File: src/rtl/mouse_pkg.sv
// Shared types and constants for the mouse position tracker.
package mouse_pkg;

  typedef enum logic [1:0] {IDLE, SUM, LIMIT, WRAP} state_t;

  localparam int BIT_L  = 0;
  localparam int BIT_R  = 1;
  localparam int BIT_M  = 2;
  localparam int BIT_XS = 4;
  localparam int BIT_YS = 5;
  localparam int BIT_XV = 6;
  localparam int BIT_YV = 7;

  localparam int DELTA_W = 9;

  typedef struct packed {
    logic [7:0] status;
    logic [7:0] dx;
    logic [7:0] dy;
  } packet_t;

endpackage

File: src/rtl/mouse_axis_unit.sv
// One axis: PS/2 delta decode and scaling, position sum, clamp and single wrap step.
module mouse_axis_unit
  import mouse_pkg::*;
#(
  parameter int POS_W      = 10,
  parameter int MAX        = 159,
  parameter bit INVERT     = 1'b0,
  parameter int SENS_SHIFT = 0
) (
  input  logic [POS_W-1:0]        pos,
  input  logic                    sign,
  input  logic                    ovf,
  input  logic [7:0]              mag,
  input  logic signed [POS_W+1:0] acc,
  output logic signed [POS_W+1:0] sum,
  output logic signed [POS_W+1:0] step,
  output logic signed [POS_W+1:0] clamp,
  output logic                    acc_ok,
  output logic                    step_ok
);

  localparam int AW = POS_W + 2;
  localparam logic signed [AW-1:0] MAX_S   = AW'(MAX);
  localparam logic signed [AW-1:0] RANGE_S = AW'(MAX + 1);

  logic signed [DELTA_W-1:0] raw;
  logic signed [DELTA_W:0]   dirn;
  logic signed [DELTA_W:0]   scaled;

  always_comb begin
    // Overflow saturates to the extreme 9-bit value in the indicated direction.
    if (ovf) raw = sign ? {1'b1, 8'h00} : {1'b0, 8'hFF};
    else     raw = {sign, mag};
    dirn   = INVERT ? -$signed({raw[DELTA_W-1], raw}) : $signed({raw[DELTA_W-1], raw});
    scaled = dirn >>> SENS_SHIFT;
    sum    = $signed({2'b00, pos}) + AW'(scaled);
  end

  always_comb begin
    if (acc[AW-1])        step = acc + RANGE_S;
    else if (acc > MAX_S) step = acc - RANGE_S;
    else                  step = acc;

    if (acc[AW-1])        clamp = '0;
    else if (acc > MAX_S) clamp = MAX_S;
    else                  clamp = acc;

    acc_ok  = !acc[AW-1] && (acc <= MAX_S);
    step_ok = !step[AW-1] && (step <= MAX_S);
  end

endmodule

File: src/rtl/mouse_pos_tracker.sv
// Turns PS/2 mouse packets into an absolute cursor position and button state,
// with bus override of the position and a one-deep pending packet buffer.
module mouse_pos_tracker
  import mouse_pkg::*;
#(
  parameter int POS_W      = 10,
  parameter int X_MAX      = 159,
  parameter int Y_MAX      = 119,
  parameter bit Y_INVERT   = 1'b1,
  parameter int SENS_SHIFT = 0
) (
  input  logic             CLK,
  input  logic             RESET,
  input  logic [7:0]       MOUSE_STATUS,
  input  logic [7:0]       MOUSE_DX,
  input  logic [7:0]       MOUSE_DY,
  input  logic             INTERRUPT,
  input  logic             WRAP_MODE,
  input  logic             SET_EN,
  input  logic [POS_W-1:0] SET_X,
  input  logic [POS_W-1:0] SET_Y,
  output logic [POS_W-1:0] POS_X,
  output logic [POS_W-1:0] POS_Y,
  output logic [2:0]       BUTTONS,
  output logic [2:0]       CLICK_PRESS,
  output logic             UPDATE_STB,
  output logic             BUSY,
  output logic             OVERRUN
);

  localparam int AW = POS_W + 2;

  state_t  state;
  logic    int_d, int_edge, pending, do_commit;
  packet_t pkt, pend_pkt, new_pkt;
  logic signed [AW-1:0] acc_x, acc_y, sum_x, sum_y, step_x, step_y, clamp_x, clamp_y, cx, cy;
  logic ok_x, ok_y, step_ok_x, step_ok_y;
  logic [POS_W-1:0] set_x_lim, set_y_lim;
  logic [2:0] pkt_buttons;

  assign int_edge    = INTERRUPT & ~int_d;
  assign new_pkt     = '{status: MOUSE_STATUS, dx: MOUSE_DX, dy: MOUSE_DY};
  assign set_x_lim   = (SET_X > POS_W'(X_MAX)) ? POS_W'(X_MAX) : SET_X;
  assign set_y_lim   = (SET_Y > POS_W'(Y_MAX)) ? POS_W'(Y_MAX) : SET_Y;
  assign pkt_buttons = {pkt.status[BIT_M], pkt.status[BIT_R], pkt.status[BIT_L]};

  mouse_axis_unit #(.POS_W(POS_W), .MAX(X_MAX), .INVERT(1'b0), .SENS_SHIFT(SENS_SHIFT)) u_axis_x (
    .pos(POS_X), .sign(pkt.status[BIT_XS]), .ovf(pkt.status[BIT_XV]), .mag(pkt.dx),
    .acc(acc_x), .sum(sum_x), .step(step_x), .clamp(clamp_x), .acc_ok(ok_x), .step_ok(step_ok_x)
  );

  mouse_axis_unit #(.POS_W(POS_W), .MAX(Y_MAX), .INVERT(Y_INVERT), .SENS_SHIFT(SENS_SHIFT)) u_axis_y (
    .pos(POS_Y), .sign(pkt.status[BIT_YS]), .ovf(pkt.status[BIT_YV]), .mag(pkt.dy),
    .acc(acc_y), .sum(sum_y), .step(step_y), .clamp(clamp_y), .acc_ok(ok_y), .step_ok(step_ok_y)
  );

  always_comb begin
    do_commit = 1'b0;
    cx = acc_x;
    cy = acc_y;
    case (state)
      LIMIT: begin
        if (!WRAP_MODE) begin
          do_commit = 1'b1;
          cx = clamp_x;
          cy = clamp_y;
        end else begin
          do_commit = ok_x && ok_y;
        end
      end
      WRAP: begin
        cx = step_x;
        cy = step_y;
        do_commit = step_ok_x && step_ok_y;
      end
      default: ;
    endcase
  end

  always_ff @(posedge CLK or negedge RESET) begin
    if (!RESET) begin
      state       <= IDLE;
      int_d       <= 1'b0;
      pending     <= 1'b0;
      pkt         <= '0;
      pend_pkt    <= '0;
      acc_x       <= '0;
      acc_y       <= '0;
      POS_X       <= '0;
      POS_Y       <= '0;
      BUTTONS     <= '0;
      CLICK_PRESS <= '0;
      UPDATE_STB  <= 1'b0;
      BUSY        <= 1'b0;
      OVERRUN     <= 1'b0;
    end else begin
      int_d       <= INTERRUPT;
      UPDATE_STB  <= 1'b0;
      CLICK_PRESS <= '0;

      // Packets that cannot start right away go to the one-deep buffer; a full buffer drops them.
      if (int_edge && (SET_EN || state != IDLE)) begin
        if (!pending) begin
          pend_pkt <= new_pkt;
          pending  <= 1'b1;
        end else if (!SET_EN) begin
          OVERRUN <= 1'b1;
        end
      end

      if (SET_EN) begin
        POS_X      <= set_x_lim;
        POS_Y      <= set_y_lim;
        UPDATE_STB <= 1'b1;
        OVERRUN    <= 1'b0;
        state      <= IDLE;
        BUSY       <= 1'b0;
      end else begin
        case (state)
          IDLE: begin
            if (pending) begin
              pkt   <= pend_pkt;
              state <= SUM;
              BUSY  <= 1'b1;
              if (int_edge) pend_pkt <= new_pkt;
              else          pending  <= 1'b0;
            end else if (int_edge) begin
              pkt   <= new_pkt;
              state <= SUM;
              BUSY  <= 1'b1;
            end else begin
              BUSY <= 1'b0;
            end
          end
          SUM: begin
            acc_x <= sum_x;
            acc_y <= sum_y;
            state <= LIMIT;
          end
          LIMIT: state <= do_commit ? IDLE : WRAP;
          WRAP: begin
            acc_x <= step_x;
            acc_y <= step_y;
            if (do_commit) state <= IDLE;
          end
          default: state <= IDLE;
        endcase

        // BUSY stays high through the cycle in which the committed result appears.
        if (do_commit) begin
          POS_X       <= cx[POS_W-1:0];
          POS_Y       <= cy[POS_W-1:0];
          BUTTONS     <= pkt_buttons;
          CLICK_PRESS <= pkt_buttons & ~BUTTONS;
          UPDATE_STB  <= 1'b1;
        end
      end
    end
  end

endmodule

File: config.mk
export PLATFORM = sky130hd
export DESIGN_NAME = mouse_pos_tracker
export DESIGN_NICKNAME = d
export VERILOG_FILES = /design/src/rtl/mouse_pkg.sv /design/src/rtl/mouse_axis_unit.sv /design/src/rtl/mouse_pos_tracker.sv
export SDC_FILE = /design/constraint.sdc
export NUM_CORES = 1
export LEC_CHECK = 0
export CORE_MARGIN = 3
export CORE_UTILIZATION = 57
export DETAILED_ROUTE_END_ITERATION = 10
export HOLD_SLACK_MARGIN = 0.08
export PLACE_DENSITY = 0.9
export SKIP_LAST_GASP = 1
export SLEW_MARGIN = 20
export SYNTH_ARGS = -nofsm -noshare
export SYNTH_HDL_FRONTEND = slang
export SYNTH_HIERARCHICAL = 1
export SYNTH_SLANG_ARGS = --single-unit
export TNS_END_PERCENT = 50
File: constraint.sdc
create_clock -name CLK -period 3.6 [get_ports CLK]
set_input_delay 0.72 -clock CLK [delete_from_list [all_inputs] [get_ports CLK]]
set_output_delay 0.72 -clock CLK [all_outputs]
set_load 0.02 [all_outputs]
# Word level (Yosys, flattened, before mapping)
# Index checks and enable logic that the tools add are counted.
classes:
  n_addsub: 7
  n_reduce_logical: 25
  order_cmp: 8
  bitwise: 5
  n_eq_ne: 5
  muxes: 56
ops:
  columns: ["operator", "n"]
  rows:
  - ["24-bit 2-to-1 mux", 8]
  - ["10-bit 2-to-1 mux", 12]
  - ["12-bit 2-to-1 mux", 4]
  - ["12-bit case mux with 2 select lines", 2]
  - ["10-bit case mux with 2 select lines", 2]
  - ["9-bit 2-to-1 mux", 4]
  - ["12-bit by 8-bit less-or-equal comparator with 1-bit output, second input constant", 2]
  - ["12-bit by 9-bit less-or-equal comparator with 1-bit output, second input constant", 2]
  - ["1-bit 2-to-1 mux", 15]
  - ["2-bit nonzero test", 7]
  - ["11-bit by 10-bit adder with 12-bit output", 1]
  - ["11-bit by 9-bit adder with 12-bit output", 1]
  - ["12-bit by 8-bit adder with 12-bit output, second input constant", 1]
  - ["12-bit by 9-bit adder with 12-bit output, second input constant", 1]
  - ["12-bit by 8-bit greater-than comparator with 1-bit output, second input constant", 1]
  - ["12-bit by 9-bit greater-than comparator with 1-bit output, second input constant", 1]
  - ["12-bit by 8-bit subtractor with 12-bit output, second input constant", 1]
  - ["12-bit by 9-bit subtractor with 12-bit output, second input constant", 1]
  - ["10-bit by 7-bit greater-than comparator with 1-bit output, second input constant", 1]
  - ["10-bit by 8-bit greater-than comparator with 1-bit output, second input constant", 1]
  - ["2-bit 2-to-1 mux", 5]
  - ["9-bit negator with 10-bit output", 1]
  - ["2-bit case mux with 4 select lines", 1]
  - ["2-bit AND reduction", 4]
  - ["15 further kinds", 27]
totals:
  regBits: 105
  in_bits: 49
  word_cells: 124
  out_inout_bits: 29

# Logic depth before layout (Yosys ltp)
# Gate-level depths: netlist of the first run.
depth:
  depth_word: 10
  mapped_depth: 15
  ltp_nobuf: 13

# Modules after synthesis
# Netlist of the first run, hierarchy kept.
by_module_without_submodules:
  columns: ["module", "instances", "seq_area_each_um2", "area_per_inst_um2", "cells_per_inst"]
  rows:
  - ["mouse_pos_tracker", 1, 2577.5, 4765.8, 414]
  - ["mouse_axis_unit at u_axis_y", 1, 0.0, 1151.1, 175]
  - ["mouse_axis_unit at u_axis_x", 1, 0.0, 1006.0, 150]

# Worst setup path after synthesis of the first run
# No wires, ideal clock.
synth_path:
  path_type: "register -> register"
  from: "register acc_y[3]"
  to: "register POS_X[0]"
  required_ns: 3.477
  synth_period_minus_slack_ns: 3.027
  stages_incl_launch_ff: 15
  t_arrival_ns: 2.904
  setup_slack_ns: 0.573
  setup_ns: 0.123
  path_buffers: 2
  cell_sequence: "dfrtp_1 -> buf_2 -> inv_1 -> ha_1 -> inv_1 -> o311ai_1 -> a221oi_1 -> a31o_1 -> or3_1 -> a211oi_2 -> a21bo_1 -> o2111ai_1 -> buf_2 -> a221o_1 -> o221a_2"
synth_between:
  elab_chain_len: 8
  elab_cells_between_ends: 15
  classes_between: "2 x add/sub; 3 x order compare; 4 x mux; 6 x reduce/logical"
synth_rtl:
  columns: ["element", "line", "rtl"]
  rows:
  - ["start: declaration", "mouse_pos_tracker.sv:36", "logic signed [AW-1:0] acc_x, acc_y, sum_x, sum_y, step_x, step_y, clamp_x, clamp_y, cx, cy;"]
  - ["start signal: assignment", "mouse_pos_tracker.sv:137", "acc_y <= sum_y;"]
  - ["start signal: assignment", "mouse_pos_tracker.sv:143", "acc_y <= step_y;"]
  - ["12-bit by 8-bit subtractor with 12-bit output / 12-bit by 8-bit greater-than comparator with 1-bit output (equally long branches)", "mouse_axis_unit.sv:41", "else if (acc > MAX_S) step = acc - RANGE_S;"]
  - ["12-bit 2-to-1 mux", "mouse_axis_unit.sv:41", null]
  - ["12-bit 2-to-1 mux *", "mouse_axis_unit.sv:40", "if (acc[AW-1]) step = acc + RANGE_S;"]
  - ["named net step_y[9]", "mouse_pos_tracker.sv:36", null]
  - ["12-bit by 8-bit less-or-equal comparator with 1-bit output *", "mouse_axis_unit.sv:49", "step_ok = !step[AW-1] && (step <= MAX_S);"]
  - ["1-bit logical AND *", "mouse_axis_unit.sv:49", null]
  - ["named net step_ok_y", "mouse_pos_tracker.sv:37", "logic ok_x, ok_y, step_ok_x, step_ok_y;"]
  - ["1-bit logical AND *", "mouse_pos_tracker.sv:74", "do_commit = step_ok_x && step_ok_y;"]
  - ["1-bit case mux with 2 select lines *", "mouse_pos_tracker.sv:61", "case (state)"]
  - ["2-bit nonzero test (no line) *", null, null]
  - ["end signal: assignment", "mouse_pos_tracker.sv:112", "POS_X <= set_x_lim;"]
  - ["end signal: assignment", "mouse_pos_tracker.sv:151", "POS_X <= cx[POS_W-1:0];"]
  - ["end: declaration", "mouse_pos_tracker.sv:22", "output logic [POS_W-1:0] POS_X,"]
# Mark *: on every way through the listed nets, which the timed path passes. The rest lies on a longest branch.
# A chain may end at the register's enable or synchronous reset.

# Worst setup path after layout of the first run
layout_path:
  from: "register acc_y[11]"
  to: "register POS_X[2]"
layout_between:
  elab_chain_len: 8
  elab_cells_between_ends: 16
  classes_between: "2 x add/sub; 3 x order compare; 4 x mux; 7 x reduce/logical"
layout_rtl:
  columns: ["element", "line"]
  rows:
  - ["12-bit by 8-bit greater-than comparator with 1-bit output", "mouse_axis_unit.sv:41"]
  - ["12-bit 2-to-1 mux", "mouse_axis_unit.sv:41"]
  - ["12-bit 2-to-1 mux *", "mouse_axis_unit.sv:40"]
  - ["named net step_y[9]", "mouse_pos_tracker.sv:36"]
  - ["12-bit by 8-bit less-or-equal comparator with 1-bit output *", "mouse_axis_unit.sv:49"]
  - ["1-bit logical AND *", "mouse_axis_unit.sv:49"]
  - ["named net step_ok_y", "mouse_pos_tracker.sv:37"]
  - ["1-bit logical AND *", "mouse_pos_tracker.sv:74"]
  - ["1-bit case mux with 2 select lines *", "mouse_pos_tracker.sv:61"]
  - ["2-bit nonzero test (no line) *", null]
# Marks and branches as above.

==> impl_metrics.yaml, run 1 <==
sta:
  worstMarginPinSlew_ns: 0.859
  final_hold_viol_count: 0
  maxSlewViolCount: 0
  max_freq_mhz: 299
  holdWs_ns: 0.371
  finalSetupViolations: 0
  final.setup_skew_ns: 0.00684
  period_needed_ns: 3.34
  rsz0062_at_grt: "no"
  post-route-period-util_pct: 92.8
  fin_tns_setup_ns: 0
  slew_headroom_pct: 42.6
  finalWorstSetupSlack_ns: 0.259
clock_tree:
  clockBufferDepth: 2
  cts_setup_buffers: 0
  cts-resized-gates: 0
  holdBufCountCts: 0
  numCtsBuffers: 9
  htreeDepth: 3
  worstSkewPairLatency_ns: 0.36
  cts-root-buf: "clkbuf_16"
  clock_sinks: 103
  clkTransAtPathRegs_ns: 0.08
  cts_tree: "built"
placement:
  place_area_um2: 7670
  dp_slack_ns: 0.367
  hpwl_um: 13000
  portBuffers: 76
  gp_congestion: 0.896
finish:
  layout_commonest_cell: "dfrtp_1"
  nets: 866
  finalInstanceArea_um2: 7990
  drive_gt1_share_pct: 9.48
  diodes: 0
  layout_common_cells: "103 x dfrtp_1, 75 x clkdlybuf4s50_1, 71 x nand2_1, 71 x o21ai_0, 52 x mux2i_1"
  syn2layout_area_growth_pct: 15.9
  final_util_pct: 68.8
floorplanning:
  die_w_um: 116
  die_h_um: 116
  start_util_pct: 59.4
  coreArea_um2: 11600
  fp.dieArea_um2: 13400
  row_count: 39
  ios: 78
synthesis:
  syn_inst: 735
  syn_area_um2: 6890
  syn_area_per_cell_um2: 9.38
  yosys_warnings: 6
detailed_routing:
  drtAntennaViolNets: 0
  wirelength_um: 18300
  drtIter0Drc: 546
  wl_per_cell_um: 19.6
  drc: 0
  firstDrtPassIters: 6
  routed_via_density: 6.47
  via_count: 6047
global_route:
  grt_start_max_net_pins: 56
  met1_usage_pct: 37.1
  use_met3_pct: 4.65
  gr-max-usage-layer: "met2"
  grt_overflow_total: 0
  grtUsageMet2_pct: 48.4
  grt_pass1_vias: 5983
  grtUsageTotal_pct: 28.4
  grt_antenna_before_repair: 0
  grt_first_pass_wirelength_um: 29900
setup_path:
  slowest_delay_ns: 0.70
  crit_type: "register to register"
  crit_path_end_kind: "register"
  crit_slowest_cell: "dfrtp_1"
  cp-start-kind: "register"
  cp_num_buf_inv: 2
  worstPathRequired_ns: 3.89
  r2r_cells: 10
  path_depth: 10
  crit_fanout: 15
  cp_cell_sequence: "inv_1 -> or2_1 -> a31o_1 -> or3_1 -> a211oi_2 -> a21bo_1 -> o211a_2 -> nor2_8 -> inv_2 -> o221a_1"
  cp_top_family: "compound AO/OA/AOI/OAI gates"
  arrival_ns: 3.63
flow_run:
  drv_cap: 0
power_and_ir_drop:
  powerDensity_nw_per_um2: 998
  leakage_nw: 3.62
  peakVddDrop_v: 0.000703
hold_path:
  holdCritPathClass: "input pin to asynchronous set/reset pin"
outcome:
  status: "finished clean"
-- registers in the layout, summed over array words and instances, names as in the netlist --
register     count
POS_Y           10
acc_x           12
acc_y           12
BUTTONS          3
OVERRUN          1
UPDATE_STB       1
int_d            1
POS_X           10
state            2
pend_pkt        23
pkt             23
CLICK_PRESS      3
pending          1
BUSY             1
-- through the flow --
stage                     power, W  cells
final                      0.00797    934
after global routing       0.00852    934
after CTS                  0.00784    934
after detailed placement   0.00671    918
after global placement     0.00640    918
after floorplan            0.00557    738
-- final timing paths --
path                            slack (ns)  startpoint             end
worst max-delay path                  0.26   acc_y[11]        POS_X[2]
worst min-delay path                  0.37       RESET         pkt[21]
worst max register to register        0.26   acc_y[11]        POS_X[2]
worst min register to register        0.48  BUTTONS[0]  CLICK_PRESS[0]
max in group asynchronous             2.51       RESET        POS_X[4]
min in group CLK                      0.48  BUTTONS[0]  CLICK_PRESS[0]
-- per-layer routing --
layer  up-vias  share of wire (%)
met3        41                7.8
met2       329                 50
met5         -                  0
met4         0                2.2
met1      2916                 40
li1       2761                  -
-- report_power, final --
| group | leakage, nW | switching (W) | internal (W) |
|---|---|---|---|
| Clock | 0.158 | 0.000500 | 0.000563 |
| Combinational | 2.21 | 0.00268 | 0.00203 |
| Sequential | 1.25 | 0.000574 | 0.00163 |
| Total | 3.62 | 0.00375 | 0.00422 |
-- final cells by class --
cell class | instances | area, um^2
Multi-Input combinational cell | 539 | 3850
Clock buffer | 9 | 225
Fill cell | 806 | 3630
Sequential cell | 103 | 2580
Clock inverter | 7 | 95.1
Tap cell | 143 | 179
Inverter | 43 | 161
Timing Repair Buffer | 90 | 901
(Power assumes the default switching activity.)
==> run 2: changes to the inputs <==
CTS_CLUSTER_DIAMETER = 80   (was unset)
==> results of run 2 <==
Same layout as run 1: the final DEF is identical, and so are final timing and power.
==> RTL change 1, RTL diff (settings of run 2) <==
`POS_W` is set to 10 in 2 places; all go to 5.
--- a/src/rtl/mouse_axis_unit.sv
+++ b/src/rtl/mouse_axis_unit.sv
@@ -3,5 +3,5 @@
   import mouse_pkg::*;
 #(
-  parameter int POS_W      = 10,
+  parameter int POS_W      = 5,
   parameter int MAX        = 159,
   parameter bit INVERT     = 1'b0,
--- a/src/rtl/mouse_pos_tracker.sv
+++ b/src/rtl/mouse_pos_tracker.sv
@@ -4,5 +4,5 @@
   import mouse_pkg::*;
 #(
-  parameter int POS_W      = 10,
+  parameter int POS_W      = 5,
   parameter int X_MAX      = 159,
   parameter int Y_MAX      = 119,
Ports: changed (resized POS_X, POS_Y, SET_X and SET_Y); port bits go from 78 to 58. The function was not compared with the original's and may differ.
==> RTL change 1 against run 2 <==
Non-clock buffer count fell by 28. Final area fell by 32%. Clock skew rose by 1.7 ps. Routed wire length fell by 45%. Total power fell by 42%. Sequential cell count fell by 24. First-iteration DRC count fell by 66%. Combinational power fell by 52%. Setup slack improved by 570 ps. Maximum frequency rose by 21%. Clock power fell by 25%. Area after synthesis fell by 33%.
==> RTL change 1: results (changes against run 2) <==
- Status: finished, final reports clean
- P_int: 0.002758 W (-35%)
- Post-placement cell area: 5144 um2 (-33%)
- Met1 usage: 0.2860 (-0.08467)
- Met2 wire len: 4.887 mm (-47%)
- Initial antenna violation count: 0 (unchanged)
- Largest net degree at the start of global routing: 80 (+43%)
- WL met1: 4.287 mm (-42%)
- WL met3: 685 um (-52%)
- 1st-pass router iterations: 5 (-1)
- Max incr delay on CP: 460 ps (-240 ps)
- Dpl cells: 605 (-34%)
- WL final: 10.07 mm (-45%)
- HPWL after DPL: 6.987 mm (-46%)
- Iteration-0 DRC Markers: 187 (-66%)
- Logic pwr share: 0.485 (-0.105)
- Reg clk slew, reported paths: 90 ps
- GRT Total Usage: 0.2212 (-0.06327)
- # fillers: 560 (-31%)
- Vias in the first global route: 3,396 (-43%)
- Global-route wire length before repair: 15.86 mm (-47%)
- Fraction of power consumed by sequential logic: 0.341 (+0.064)
- Psw: 0.001860 W (-50%)
- Slew headroom: 0.4996 (+0.07324)
- VDD IR max: 0.3720 mV (-47%)
- IO Port Bufs: 54 (-29%)
- P_leak: 2.485 nW (-31%)
- Crit Path Category: reg2reg
- Htree depth: 3 (unchanged)
- Share of layout cells above drive strength 1: 0.1173 (+0.02249)
- Clock buffer depth: 2 (unchanged)
- Delay-heaviest family, CP: adder cells
- Regs by FF count: pend_pkt: 21 flops, pkt: 21 flops
- Clk_lat worst skew: 350 ps
- Syn avg cell area: 9.768 um2 (+4.2%)
- Root Buffer: clkbuf_8
- GPL Wtd Cong: 0.8458 (-5.6%)
- GR Layer Usage met3: 0.05160 (+0.005128)
- Met2 GRT Util: 0.3646 (-0.1191)
- Clock skew: 8.555 ps (+1.715 ps)
- NumNets Final: 572 (-34%)
- Final std cells w/o fill: 622 (-33%)
- DP Worst Slack: 907.4 ps (+539.9 ps)
- WP data arrival: 2970 ps (-660 ps)
- Vias per Instance: 5.841 (-9.8%)
- Worst-path maximum fanout: 10 (-5)
[RTL change 1: cell type report]
| cell class | count | area, um2 | area share |
|---|---|---|---|
| Tap cell | 102 | 127.6 | 0.02356 |
| Clock buffer | 10 | 137.6 | 0.02541 |
| Timing Repair Buffer | 62 | 618.1 | 0.1141 |
| Multi-Input combinational cell | 332 | 2332 | 0.4306 |
| Sequential cell | 79 | 1977 | 0.3650 |
| Clock inverter | 6 | 107.6 | 0.01987 |
| Inverter | 31 | 116.4 | 0.02148 |
[RTL change 1: path summary, 6_finish.rpt]
check / cells after the start / slack, ps / start / endpoint
worst max register to register: 10 / 830 / pkt[22] / acc_x[6]
worst min-delay path: 1 / 300 / RESET / acc_x[3]
worst max-delay path: 10 / 830 / pkt[22] / acc_x[6]
min in group CLK: 1 / 460 / BUTTONS[2] / CLICK_PRESS[2]
worst min register to register: 1 / 460 / BUTTONS[2] / CLICK_PRESS[2]
max in group asynchronous: 2 / 2710 / RESET / pend_pkt[21]
==> RTL change 2, RTL diff (flow settings as in run 2) <==
Without the edit above. Re-encode `state_t` (4 states) as one-hot, 4 bits wide.
--- a/src/rtl/mouse_pkg.sv
+++ b/src/rtl/mouse_pkg.sv
@@ -2,5 +2,5 @@
 package mouse_pkg;
 
-  typedef enum logic [1:0] {IDLE, SUM, LIMIT, WRAP} state_t;
+  typedef enum logic [3:0] {IDLE = 4'b0001, SUM = 4'b0010, LIMIT = 4'b0100, WRAP = 4'b1000} state_t;
 
   localparam int BIT_L  = 0;
Formal check against the unedited RTL: same outputs for any inputs over 4 cycles, from zero or initial values and one cycle with RESET low; so few cycles prove little.
==> RTL change 2 against run 2 <==
Setup slack worse by 2.8 ps. Combinational power is 24% lower. Area after synthesis is 0.20% lower. Total power is 17% lower. Final area is 0.36% lower. Routed wire length is 1.6% lower. Largest power group unchanged. Sequential share of layout area is 0.76 points higher. Utilization is 0.25 points lower. Sequential cell count is 2 higher. First-iteration DRC count is 14% higher. Highest routed layer unchanged. Worst hold slack better by 100 ps.
==> RTL change 2: results (changes against run 2) <==
- WP data arrival: 3530 ps (-100 ps)
- Worst Hold Class: reg2reg
- NumNets Final: 892 (+3.0%)
- Clock skew: 7.758 ps (+0.9179 ps)
- GRT Total Usage: 0.2766 (-0.007918)
- Hold Path Depth: 1
- YS warnings: 6 (unchanged)
- Status: finished, final reports clean
- IO Port Bufs: 76 (unchanged)
- ANT cells: 0 (unchanged)
- Regs by FF count: pend_pkt: 23 flops, pkt: 23 flops
- Vias per Instance: 6.475 (about the same)
- GPL Wtd Cong: 0.9362 (+4.4%)
- Number of post-CTS setup repair buffers: 0 (unchanged)
- Met2 GRT Util: 0.4653 (-0.01841)
- Met1 usage: 0.3506 (-0.02006)
- Wire length per cell: 18.76 um (-4.3%)
- P_leak: 3.571 nW (-1.5%)
- Root Buffer: clkbuf_16
- TritonCTS Buffers: 9 (unchanged)
- Max incr delay on CP: 580 ps (-120 ps)
- Global-route wire length before repair: 29.74 mm (-0.67%)
- GR Layer Usage met3: 0.04804 (+0.001567)
- Worst-path maximum fanout: 9 (-6)
- DP Worst Slack: 303.5 ps (-64.03 ps)
- Initial antenna violation count: 0 (unchanged)
- HPWL after DPL: 12.61 mm (-2.7%)
- Post-CTS Resized: 0 (unchanged)
- Delay-heaviest family, CP: compound AO/OA/AOI/OAI gates
- Slowest cell on the critical path: o41ai_1
- 1st-pass router iterations: 5 (-1)
- Largest net degree at the start of global routing: 82 (+46%)
- Iteration-0 DRC Markers: 622 (+14%)
- R2R depth: 12 (+2)
- Share of layout cells above drive strength 1: 0.1004 (+0.005551)
- Worst Tran Pin Value: 1003 ps (+143.0 ps)
- Clk_lat worst skew: 350 ps
- VDD IR max: 0.4264 mV (-39%)
- Clock buffer depth: 2 (unchanged)
- Htree depth: 3 (unchanged)
- Vias in the first global route: 6,195 (+3.5%)
- Reg clk slew, reported paths: 80 ps (about the same)
RTL change 2: final cells by class:
class,instances,area [um2]
multi-input cells,565,3830
fillers,825,3656
flip-flops and latches,105,2629
repair buffers,95,900.9
clock buffers,9,225.2
well taps,143,178.9
inverters,36,135.1
clock inverters,7,58.81
RTL change 2: worst register-to-register path, delay by kind of cell (launching register included):
family,cells,cell delay (ps)
mux,2,380
compound gates,5,1130
flops,1,360
buf+inv,1,230
fa+ha+maj,1,350
simple gates,3,720
RTL change 2: metal layers:
| layer | wire [um] | part of all wire | vias up |
|---|---|---|---|
| li1 | - | - | 2815 |
| met1 | 7062 | 0.39 | 3007 |
| met2 | 8940 | 0.50 | 332 |
| met3 | 1417 | 0.079 | 62 |
| met4 | 591 | 0.033 | 0 |
| met5 | 0 | 0 | - |
RTL change 2: worst paths after layout:
kind / end / startpoint / slack [ps]
max: acc_y[10] / pkt[23] / 260
min: CLICK_PRESS[2] / BUTTONS[2] / 480
max reg2reg: acc_y[10] / pkt[23] / 260
min reg2reg: CLICK_PRESS[2] / BUTTONS[2] / 480
max in group asynchronous: acc_y[10] / RESET / 2270
min in group asynchronous: pend_pkt[5] / RESET / 520
RTL change 2: metrics by stage:
stage,std cells,instance area (um2)
3_5_place_dp,944,7674
5_1_grt,960,7958
4_1_cts,960,7958
2_1_floorplan,760,6890
3_3_place_gp,944,7674
6_report,960,7958
RTL change 2: report_power, final:
part	total, W	internal, W	switching, W	leakage [nW]
clock	0.000965	0.000484	0.000481	0.144
combinational	0.00357	0.00159	0.00199	2.13
sequential	0.00207	0.00159	0.000480	1.30
